### config.mk
export PLATFORM = sky130hd
export DESIGN_NAME = cp_fifo_reader
export DESIGN_NICKNAME = d
export VERILOG_FILES = /design/src/rtl/cp_pkg.sv /design/src/rtl/cp_beat_fifo.sv /design/src/rtl/cp_fifo_reader.sv
export SDC_FILE = /design/constraint.sdc
export NUM_CORES = 2
export LEC_CHECK = 0
export BUFFER_PORTS_ARGS = -buffer_cell sky130_fd_sc_hd__buf_2
export CORE_AREA = 2 2 473 475
export DETAILED_ROUTE_END_ITERATION = 6
export DIE_AREA = 0 0 475 477
export GPL_ROUTABILITY_DRIVEN = 0
export GPL_TIMING_DRIVEN = 0
export SLEW_MARGIN = 0
export SYNTH_ARGS = -nofsm -noshare
export SYNTH_HDL_FRONTEND = slang
export SYNTH_SLANG_ARGS = --single-unit
### constraint.sdc
create_clock -name clk -period 5.3 [get_ports clk]
set_clock_uncertainty 0.15 [all_clocks]
set_input_delay 0.265 -clock clk [delete_from_list [all_inputs] [get_ports clk]]
set_output_delay 0.265 -clock clk [all_outputs]
set_load 0.1 [all_outputs]
### src/rtl/cp_pkg.sv
// rtl/cp_pkg.sv - shared constants and types for the command processor FIFO reader
package cp_pkg;

  localparam logic [1:0] AXI_BURST_INCR = 2'b01;
  localparam logic [2:0] AXI_SIZE_16B   = 3'b100;
  localparam logic [1:0] AXI_RESP_OKAY  = 2'b00;

  localparam int unsigned CP_BLOCK_BYTES = 32;

  typedef enum logic [1:0] {
    RD_IDLE = 2'd0,
    RD_ADDR = 2'd1,
    RD_DATA = 2'd2
  } rd_state_e;

endpackage

### src/rtl/cp_beat_fifo.sv
// rtl/cp_beat_fifo.sv - first-word-fall-through beat buffer with flush and free count
module cp_beat_fifo #(
  parameter int DEPTH = 8,
  parameter int WIDTH = 128
) (
  input  logic                     clk,
  input  logic                     resetn,
  input  logic                     flush,
  input  logic                     push,
  input  logic [WIDTH-1:0]         push_data,
  output logic [WIDTH-1:0]         pop_data,
  output logic                     pop_valid,
  input  logic                     pop_ready,
  output logic [$clog2(DEPTH):0]   free_count
);

  localparam int AW = $clog2(DEPTH);
  localparam int CW = AW + 1;

  logic [WIDTH-1:0] mem [DEPTH];
  logic [AW-1:0]    wr_ptr;
  logic [AW-1:0]    rd_ptr;
  logic [CW-1:0]    count;
  logic             do_push;
  logic             do_pop;

  assign do_push    = push && (count != CW'(DEPTH));
  assign do_pop     = pop_ready && (count != '0);
  assign pop_valid  = (count != '0);
  assign pop_data   = mem[rd_ptr];
  assign free_count = CW'(DEPTH) - count;

  // Storage, pointers and occupancy; flush drops everything buffered.
  always_ff @(posedge clk or negedge resetn) begin
    if (!resetn) begin
      for (int i = 0; i < DEPTH; i++) mem[i] <= '0;
      wr_ptr <= '0;
      rd_ptr <= '0;
      count  <= '0;
    end else if (flush) begin
      wr_ptr <= '0;
      rd_ptr <= '0;
      count  <= '0;
    end else begin
      if (do_push) begin
        mem[wr_ptr] <= push_data;
        wr_ptr      <= wr_ptr + AW'(1);
      end
      if (do_pop) rd_ptr <= rd_ptr + AW'(1);
      case ({do_push, do_pop})
        2'b10:   count <= count + CW'(1);
        2'b01:   count <= count - CW'(1);
        default: count <= count;
      endcase
    end
  end

endmodule

### src/rtl/cp_fifo_reader.sv
// rtl/cp_fifo_reader.sv - command ring fetch engine issuing 32-byte AXI read bursts
module cp_fifo_reader
  import cp_pkg::*;
#(
  parameter int BURST_BEATS = 2,
  parameter int BUF_DEPTH   = 8
) (
  input  logic         clk,
  input  logic         resetn,
  input  logic         enable,
  input  logic [31:0]  fifo_base,
  input  logic [31:0]  fifo_end,
  input  logic [31:0]  write_ptr,
  input  logic         rp_load,
  input  logic [31:0]  rp_load_value,
  output logic [31:0]  read_ptr,
  output logic [31:0]  rw_distance,
  output logic         busy,
  output logic         rd_err,
  output logic [48:0]  araddr_a,
  output logic [7:0]   arlen_a,
  output logic [2:0]   arsize_a,
  output logic [1:0]   arburst_a,
  output logic         arvalid_a,
  input  logic         arready_a,
  input  logic [127:0] rdata_a,
  input  logic [1:0]   rresp_a,
  input  logic         rlast_a,
  input  logic         rvalid_a,
  output logic         rready_a,
  output logic [127:0] out_data,
  output logic         out_valid,
  input  logic         out_ready
);

  localparam int          CW         = $clog2(BUF_DEPTH) + 1;
  localparam logic [31:0] BLOCK_MASK = ~32'(CP_BLOCK_BYTES - 1);

  rd_state_e     state;
  logic          discard;
  logic [CW-1:0] free_count;
  logic [31:0]   base_al;
  logic [31:0]   end_al;
  logic [31:0]   wp_al;
  logic [31:0]   rp_next_block;
  logic          start_burst;
  logic          r_fire;
  logic          push;

  assign base_al = fifo_base & BLOCK_MASK;
  assign end_al  = fifo_end & BLOCK_MASK;
  assign wp_al   = write_ptr & BLOCK_MASK;

  // Space for a whole burst is reserved up front so rready can stay high in DATA.
  assign start_burst = (state == RD_IDLE) && enable && !rp_load &&
                       (read_ptr[31:5] != write_ptr[31:5]) &&
                       (free_count >= CW'(BURST_BEATS));

  assign rp_next_block = (read_ptr[31:5] == fifo_end[31:5]) ? base_al
                                                            : read_ptr + 32'(CP_BLOCK_BYTES);

  assign r_fire = rvalid_a && rready_a;
  // A load in the same cycle as a beat means that beat belongs to the abandoned stream.
  assign push   = r_fire && !discard && !rp_load;
  assign busy   = (state != RD_IDLE);

  // Burst sequencer; AR is held until accepted regardless of enable or load.
  always_ff @(posedge clk or negedge resetn) begin
    if (!resetn) begin
      state     <= RD_IDLE;
      arvalid_a <= 1'b0;
      araddr_a  <= '0;
      rready_a  <= 1'b0;
      arlen_a   <= 8'(BURST_BEATS - 1);
      arsize_a  <= AXI_SIZE_16B;
      arburst_a <= AXI_BURST_INCR;
    end else begin
      arlen_a   <= 8'(BURST_BEATS - 1);
      arsize_a  <= AXI_SIZE_16B;
      arburst_a <= AXI_BURST_INCR;
      case (state)
        RD_IDLE: begin
          if (start_burst) begin
            state     <= RD_ADDR;
            arvalid_a <= 1'b1;
            araddr_a  <= {17'b0, read_ptr};
          end
        end
        RD_ADDR: begin
          if (arready_a) begin
            state     <= RD_DATA;
            arvalid_a <= 1'b0;
            rready_a  <= 1'b1;
          end
        end
        RD_DATA: begin
          if (r_fire && rlast_a) begin
            state    <= RD_IDLE;
            rready_a <= 1'b0;
          end
        end
        default: begin
          state     <= RD_IDLE;
          arvalid_a <= 1'b0;
          rready_a  <= 1'b0;
        end
      endcase
    end
  end

  // Read pointer: a load overrides the advance from a coincident AR handshake.
  always_ff @(posedge clk or negedge resetn) begin
    if (!resetn) begin
      read_ptr <= '0;
    end else if (rp_load) begin
      read_ptr <= rp_load_value & BLOCK_MASK;
    end else if ((state == RD_ADDR) && arready_a) begin
      read_ptr <= rp_next_block;
    end
  end

  // Discard flag covers the remainder of a burst that was in flight at a load; error is sticky.
  always_ff @(posedge clk or negedge resetn) begin
    if (!resetn) begin
      discard <= 1'b0;
      rd_err  <= 1'b0;
    end else if (rp_load) begin
      rd_err  <= 1'b0;
      discard <= (state == RD_ADDR) || ((state == RD_DATA) && !(r_fire && rlast_a));
    end else begin
      if (r_fire && rlast_a) discard <= 1'b0;
      if (push && (rresp_a != AXI_RESP_OKAY)) rd_err <= 1'b1;
    end
  end

  // Unread byte count with ring wrap; the producer never fills the last block.
  always_ff @(posedge clk or negedge resetn) begin
    if (!resetn) begin
      rw_distance <= '0;
    end else if (wp_al >= read_ptr) begin
      rw_distance <= wp_al - read_ptr;
    end else begin
      rw_distance <= (end_al - read_ptr) + (wp_al - base_al) + 32'(CP_BLOCK_BYTES);
    end
  end

  cp_beat_fifo #(
    .DEPTH (BUF_DEPTH),
    .WIDTH (128)
  ) u_beat_fifo (
    .clk        (clk),
    .resetn     (resetn),
    .flush      (rp_load),
    .push       (push),
    .push_data  (rdata_a),
    .pop_data   (out_data),
    .pop_valid  (out_valid),
    .pop_ready  (out_ready),
    .free_count (free_count)
  );

endmodule

# Yosys cells after proc, flatten, opt, wreduce, memory -nomap -nowiden
# Cells that the tools add are included.
[word_totals]
output_inout_bits = 259
regBits = 1136
word_cells = 112
input_bits = 266
[classes]
n_reduce_logical = 33
muxes = 29
bitwise_logic = 5
n_addsub = 11
magnitude_cmp = 5
eq_ne = 10
[op_table]
columns = ["cell", "n"]
rows = [
  ["$bwmux 1024", 1],
  ["$bmux 128 s3", 1],
  ["$demux 128 s3", 1],
  ["$mux 128", 3],
  ["$mux 32", 4],
  ["$sub 32x32->32", 3],
  ["$add 32x6->32 const B", 2],
  ["$add 32x32->32", 1],
  ["$ge 32x32->1", 1],
  ["$eq 27x27->1", 1],
  ["$ne 27x27->1", 1],
  ["$logic_and 1x1->1", 14],
  ["$reduce_bool 2->1", 7],
  ["$mux 3", 4],
  ["$reduce_and 3->1", 3],
  ["$ge 4x4->1 const B", 2],
  ["$not 3->4", 2],
  ["$pmux 4 s2", 1],
  ["$mux 1", 7],
  ["$add 3x1->3 const B", 2],
  ["$mux 2", 3],
  ["$ne 2x2->1 const B", 3],
  ["$pmux 1 s3", 2],
  ["$pmux 2 s3", 1],
  ["other kinds (16)", 23],
]

# Longest topological paths before layout
[depth]
depth_word = 7
mapped_depth = 15
depth_no_buf = 15

# Modules after synthesis
# A second synthesis with hierarchy kept.
[hier_totals]
hier_cells = 3802
hier_area_um2 = 55819.8
[modules_own_cells]
columns = ["mod", "n_inst", "area_per_inst_um2", "cells_per_inst", "seq_area_each_um2"]
rows = [
  ["cp_beat_fifo", 1, 46407.0, 2719, 25874.8],
  ["cp_fifo_reader", 1, 9412.8, 1083, 2177.1],
]

# Worst setup path before layout
# No wires, ideal clock.
[synth_path]
path_kind = "register to register"
from = "register read_ptr[6]"
to = "register rw_distance[29]"
setup_ns = 0.122
t_required_ns = 5.028
t_arrival_ns = 4.403
path_buffers = 0
path_stages_with_launch = 15
period_less_slack_ns = 4.675
slack_ns = 0.625
cell_sequence = "dfrtp_1 -> fa_1 -> inv_1 -> fa_1 -> ha_1 -> ha_1 -> ha_1 -> o21ai_0 -> a211oi_1 -> a41oi_1 -> o311ai_1 -> a221oi_1 -> o21ai_0 -> mux2_2 -> a32o_1"
[synth_between]
elab_chain_cells = 4
elab_cells_between_ends = 6
classes_between = "add/sub: 4; order compare: 1; mux: 1"
[synth_rtl]
columns = ["item", "line_no", "rtl"]
rows = [
  ["start, declared", "cp_fifo_reader.sv:16", "output logic [31:0] read_ptr,"],
  ["start signal, assigned", "cp_fifo_reader.sv:116", "read_ptr <= rp_load_value & BLOCK_MASK;"],
  ["start signal, assigned", "cp_fifo_reader.sv:118", "read_ptr <= rp_next_block;"],
  ["$sub 32x32->32", "cp_fifo_reader.sv:143", "rw_distance <= (end_al - read_ptr) + (wp_al - base_al) + 32'(CP_BLOCK_BYTES);"],
  ["$add 32x32->32", "cp_fifo_reader.sv:143", ""],
  ["$add 32x6->32", "cp_fifo_reader.sv:143", ""],
  ["$mux 32 *", "cp_fifo_reader.sv:140", "end else if (wp_al >= read_ptr) begin"],
  ["end signal, assigned", "cp_fifo_reader.sv:141", "rw_distance <= wp_al - read_ptr;"],
  ["end signal, assigned", "cp_fifo_reader.sv:143", ""],
  ["end, declared", "cp_fifo_reader.sv:17", "output logic [31:0] rw_distance,"],
]
# Mark *: on every way between the ends. The rest lies on a longest branch, timed or not.
# A chain may end at the register's enable or synchronous reset.

# Worst setup path after layout
[layout_path]
from = "register read_ptr[14]"
to = "register rw_distance[31]"
# The elaborated chain is that of the path after synthesis.

==> impl_metrics.py <==
metrics = {
    "outcome": {
        "status": "completed",
    },
    "setup_path": {
        "end_kind": "flop",
        "r2r_cells": 13,
        "worst-setup-path-type": "flop to flop",
        "crit_buf_inv": 1,
        "path_delay_family": "compound AO/OA/AOI/OAI gates",
        "crit_fanout": 8,
        "critical_path_depth": 13,
        "path_cells": "fa_1 -> inv_1 -> fa_1 -> ha_1 -> ha_1 -> a211oi_1 -> nor2_1 -> o41ai_1 -> nand3_1 -> a21oi_1 -> o21ai_0 -> xnor2_1 -> a211oi_1",
        "slowest_stage": "a211oi_1",
        "start_kind": "flop",
        "critPathMaxStageDelay_ps": 640,
        "arrival_ps": 5470,
        "critPathRequiredTime_ps": 5730,
    },
    "layout": {
        "drive_gt1_share_pct": 47.8,
        "area_delta_synth_final_pct": 24.6,
        "stdcell_count": 7775,
        "final_core_util_pct": 31.0,
        "fin_nets": 5082,
        "n_fill_cell": 22100,
    },
    "logic_synthesis": {
        "synthDistinctLibCells": 70,
        "synth-main-ff-cell": "dfrtp_1",
        "synth.area.top_cells": "dfrtp_1 51%, mux2_2 24%, mux4_2 10%",
        "yosysMostFrequentCell": "mux2_2",
        "synth-xor-area-share_pct": 1.40,
        "synth_top_cells_by_count": "1,155 x mux2_2, 1,121 x dfrtp_1, 256 x mux4_2",
        "synth-async-reset-ratio_pct": 100,
        "synth_edf_count": 0,
        "synth_fa_ha_area_share_pct": 3.91,
        "ys_seq_area_share_pct": 50.9,
        "synth_top_area_share_pct": 50.9,
        "synth_compound_area_share_pct": 3.45,
        "synth_cells": 3804,
        "syn_area_per_cell_um2": 14.5,
        "synth_top_family_by_area": "multiplexers",
        "ys_ff_latch": 1121,
        "yosys.area.top_type": "dfrtp_1",
        "synth_area_um2": 55100,
        "synth_warnings": 0,
        "synth_simple_gate_area_share_pct": 2.72,
        "synth.area.mux_share_pct": 34.3,
    },
    "grt": {
        "grt_use_total_pct": 15.2,
        "antenna_found_initial": 46,
        "globalRouteOverflowTotal": 0,
        "grt_pass1_wl_mm": 256,
        "grt_max_degree": 173,
        "grt_pass1_vias": 38200,
    },
    "clock_network": {
        "cts.path.max_buffers": 3,
        "path_clk_slew_ps": 60,
        "cts_buffers": 134,
        "cts_tree": "built",
        "clock_latency_ps": 790,
        "cts_sinks": 1121,
        "htreeDepth": 4,
        "root_buffer": "clkbuf_16",
    },
    "pwr": {
        "p_total_mw": 35.6,
        "power_switching_mw": 15.9,
        "power_frac_clock_pct": 27.3,
        "combinationalPowerShare_pct": 43.7,
        "leakage_nw": 32.3,
        "seqPwrFrac_pct": 29.0,
        "internal-power_mw": 19.6,
        "vdd_drop_max_v": 0.000642,
        "swShare_pct": 44.7,
        "powerDensity_nw_per_um2": 518,
    },
    "place": {
        "dp_hpwl_mm": 124,
        "placed_cells": 7296,
        "port_buffers": 458,
    },
    "die": {
        "die_h_um": 477,
        "core_region_area_um2": 221000,
        "io_pins": 525,
        "initial_utilization_pct": 24.9,
        "fp-row-count": 173,
        "fp.dieArea_um2": 227000,
        "die-width_um": 475,
    },
    "timing": {
        "final.min_clock_period_ps": 5030,
        "relSlewSlack_pct": 20.4,
        "min_period_over_period_pct": 95.0,
        "drv_slew": 0,
        "finalSetupViolations": 0,
        "timing.hold.ws_ps": 112,
        "grt_setup_unrepaired": "false",
        "tightest_slew_ps": 1180,
        "hold_violations": 0,
        "fin_setup_tns_ps": 0,
        "fmax_mhz": 199,
    },
    "hold_path": {
        "worstHoldPathCells": 4,
        "hold_class": "input port to flop",
    },
    "drt": {
        "viasPerCell": 4.62,
        "drtIter0Drc": 2366,
        "drc": 0,
        "wl_mm": 173,
        "vias": 35900,
        "wl_per_cell_um": 22.2,
        "first_pass_iters": 5,
        "drtAntennaViolNets": 0,
    },
    "flow_run": {
        "cap_violations": 0,
    },
}
## worst min-delay path, delay by kind of cell
kind | cells | cell delay [ps]
adder cells (fa/ha/maj) | 1 | 270
buffers and inverters | 1 | 200
AO/OA/AOI/OAI | 1 | 90
XOR/XNOR | 1 | 140
## timing repair
| item | in CTS | in global routing |
|---|---|---|
| hold buffers | 218 | 0 |
| resized for setup | 0 | 1 |
| buffers inserted | 0 | 0 |
| endpoints found under the hold margin | 1422 | 0 |
| setup endpoints to repair | 0 | 14 |
## final cells by class
cell class | instances | area, um^2 | share of cell area (%)
multi-input combinational | 2316 | 25400 | 36.9
inverter | 131 | 492 | 0.716
sequential | 1121 | 28100 | 40.8
buffer | 279 | 1370 | 1.99
tap | 2975 | 3720 | 5.42
clock buffer | 178 | 3740 | 5.44
timing repair buffer | 692 | 4910 | 7.15
clock inverter | 62 | 971 | 1.41
antenna | 21 | 52.6 | 0.0765
## sequential cells by signal (all words and copies together), names as in the netlist
signal              count
araddr_a               27
arvalid_a               1
discard                 1
rd_err                  1
read_ptr               27
rready_a                1
rw_distance            27
state                   2
u_beat_fifo.count       4
u_beat_fifo.mem      1024
u_beat_fifo.rd_ptr      3
u_beat_fifo.wr_ptr      3
## worst paths after layout
path | from | end | slack, ps
worst max-delay path | read_ptr[14] | rw_distance[31] | 270
worst min-delay path | write_ptr[23] | rw_distance[23] | 110
worst max register to register | read_ptr[14] | rw_distance[31] | 270
worst min register to register | araddr_a[5] | araddr_a[5] | 330
max in group asynchronous | resetn | u_beat_fifo.mem[815] | 2100
min in group asynchronous | resetn | u_beat_fifo.mem[758] | 560
## power by group through the flow
stage / registers (mW) / clock network (mW) / logic (mW)
after global placement: 10.4 / 0 / 15.3
final: 10.3 / 9.70 / 15.5
after global routing: 10.5 / 10.4 / 16.3
after detailed placement: 10.5 / 0 / 15.5
after floorplan: 11.9 / 0 / 10.3
after CTS: 10.3 / 9.99 / 15.7
## layer usage
layer	share of wire, %	vias to the layer above	track usage [%]
met4	3.9	20	5.83
met3	5.4	333	2.92
met2	47	1060	24.6
met5	0.075	-	0
li1	-	15700	-
met1	43	18900	20.0
## layout by cell type (no fill, tap or decap), drive strengths merged, types with 8 or more instances in the layout
cell / instances
nor2: 78
nand3: 26
dlygate4sd3: 217
a31oi: 14
nor2b: 9
xnor2: 57
clkinv: 33
o21ai: 95
a21oi: 90
and3: 8
a21o: 22
mux2i: 11
inv: 140
diode: 21
clkbuf: 272
conb: 45
buf: 660
mux2: 1155
o22ai: 16
a211oi: 11
nand2: 108
ha: 89
nand4: 22
dfrtp: 1121
bufinv: 13
nor3: 18
xor2: 31
nor4: 10
nand2b: 10
mux4: 256
fa: 52
## kinds of logic (layout without fill, tap and decap cells)
group | Yosys count | in the layout
multiplexers | 1422 | 1422
flip-flops | 1121 | 1121
buffers and inverters | 410 | 1342
AND/OR/NAND/NOR | 316 | 316
AO/OA/AOI/OAI | 304 | 304
adder cells (fa/ha/maj) | 141 | 141
XOR/XNOR | 88 | 88
other | 2 | 66
## per-stage QoR
stage	setup slack [ps]	area, um^2
detailed placement	187	61700
finish	266	68700
floorplan	625	55300
global route	5.47	68700
CTS	140	68600
global placement	-20640	61300
(Power assumes the default switching activity.)
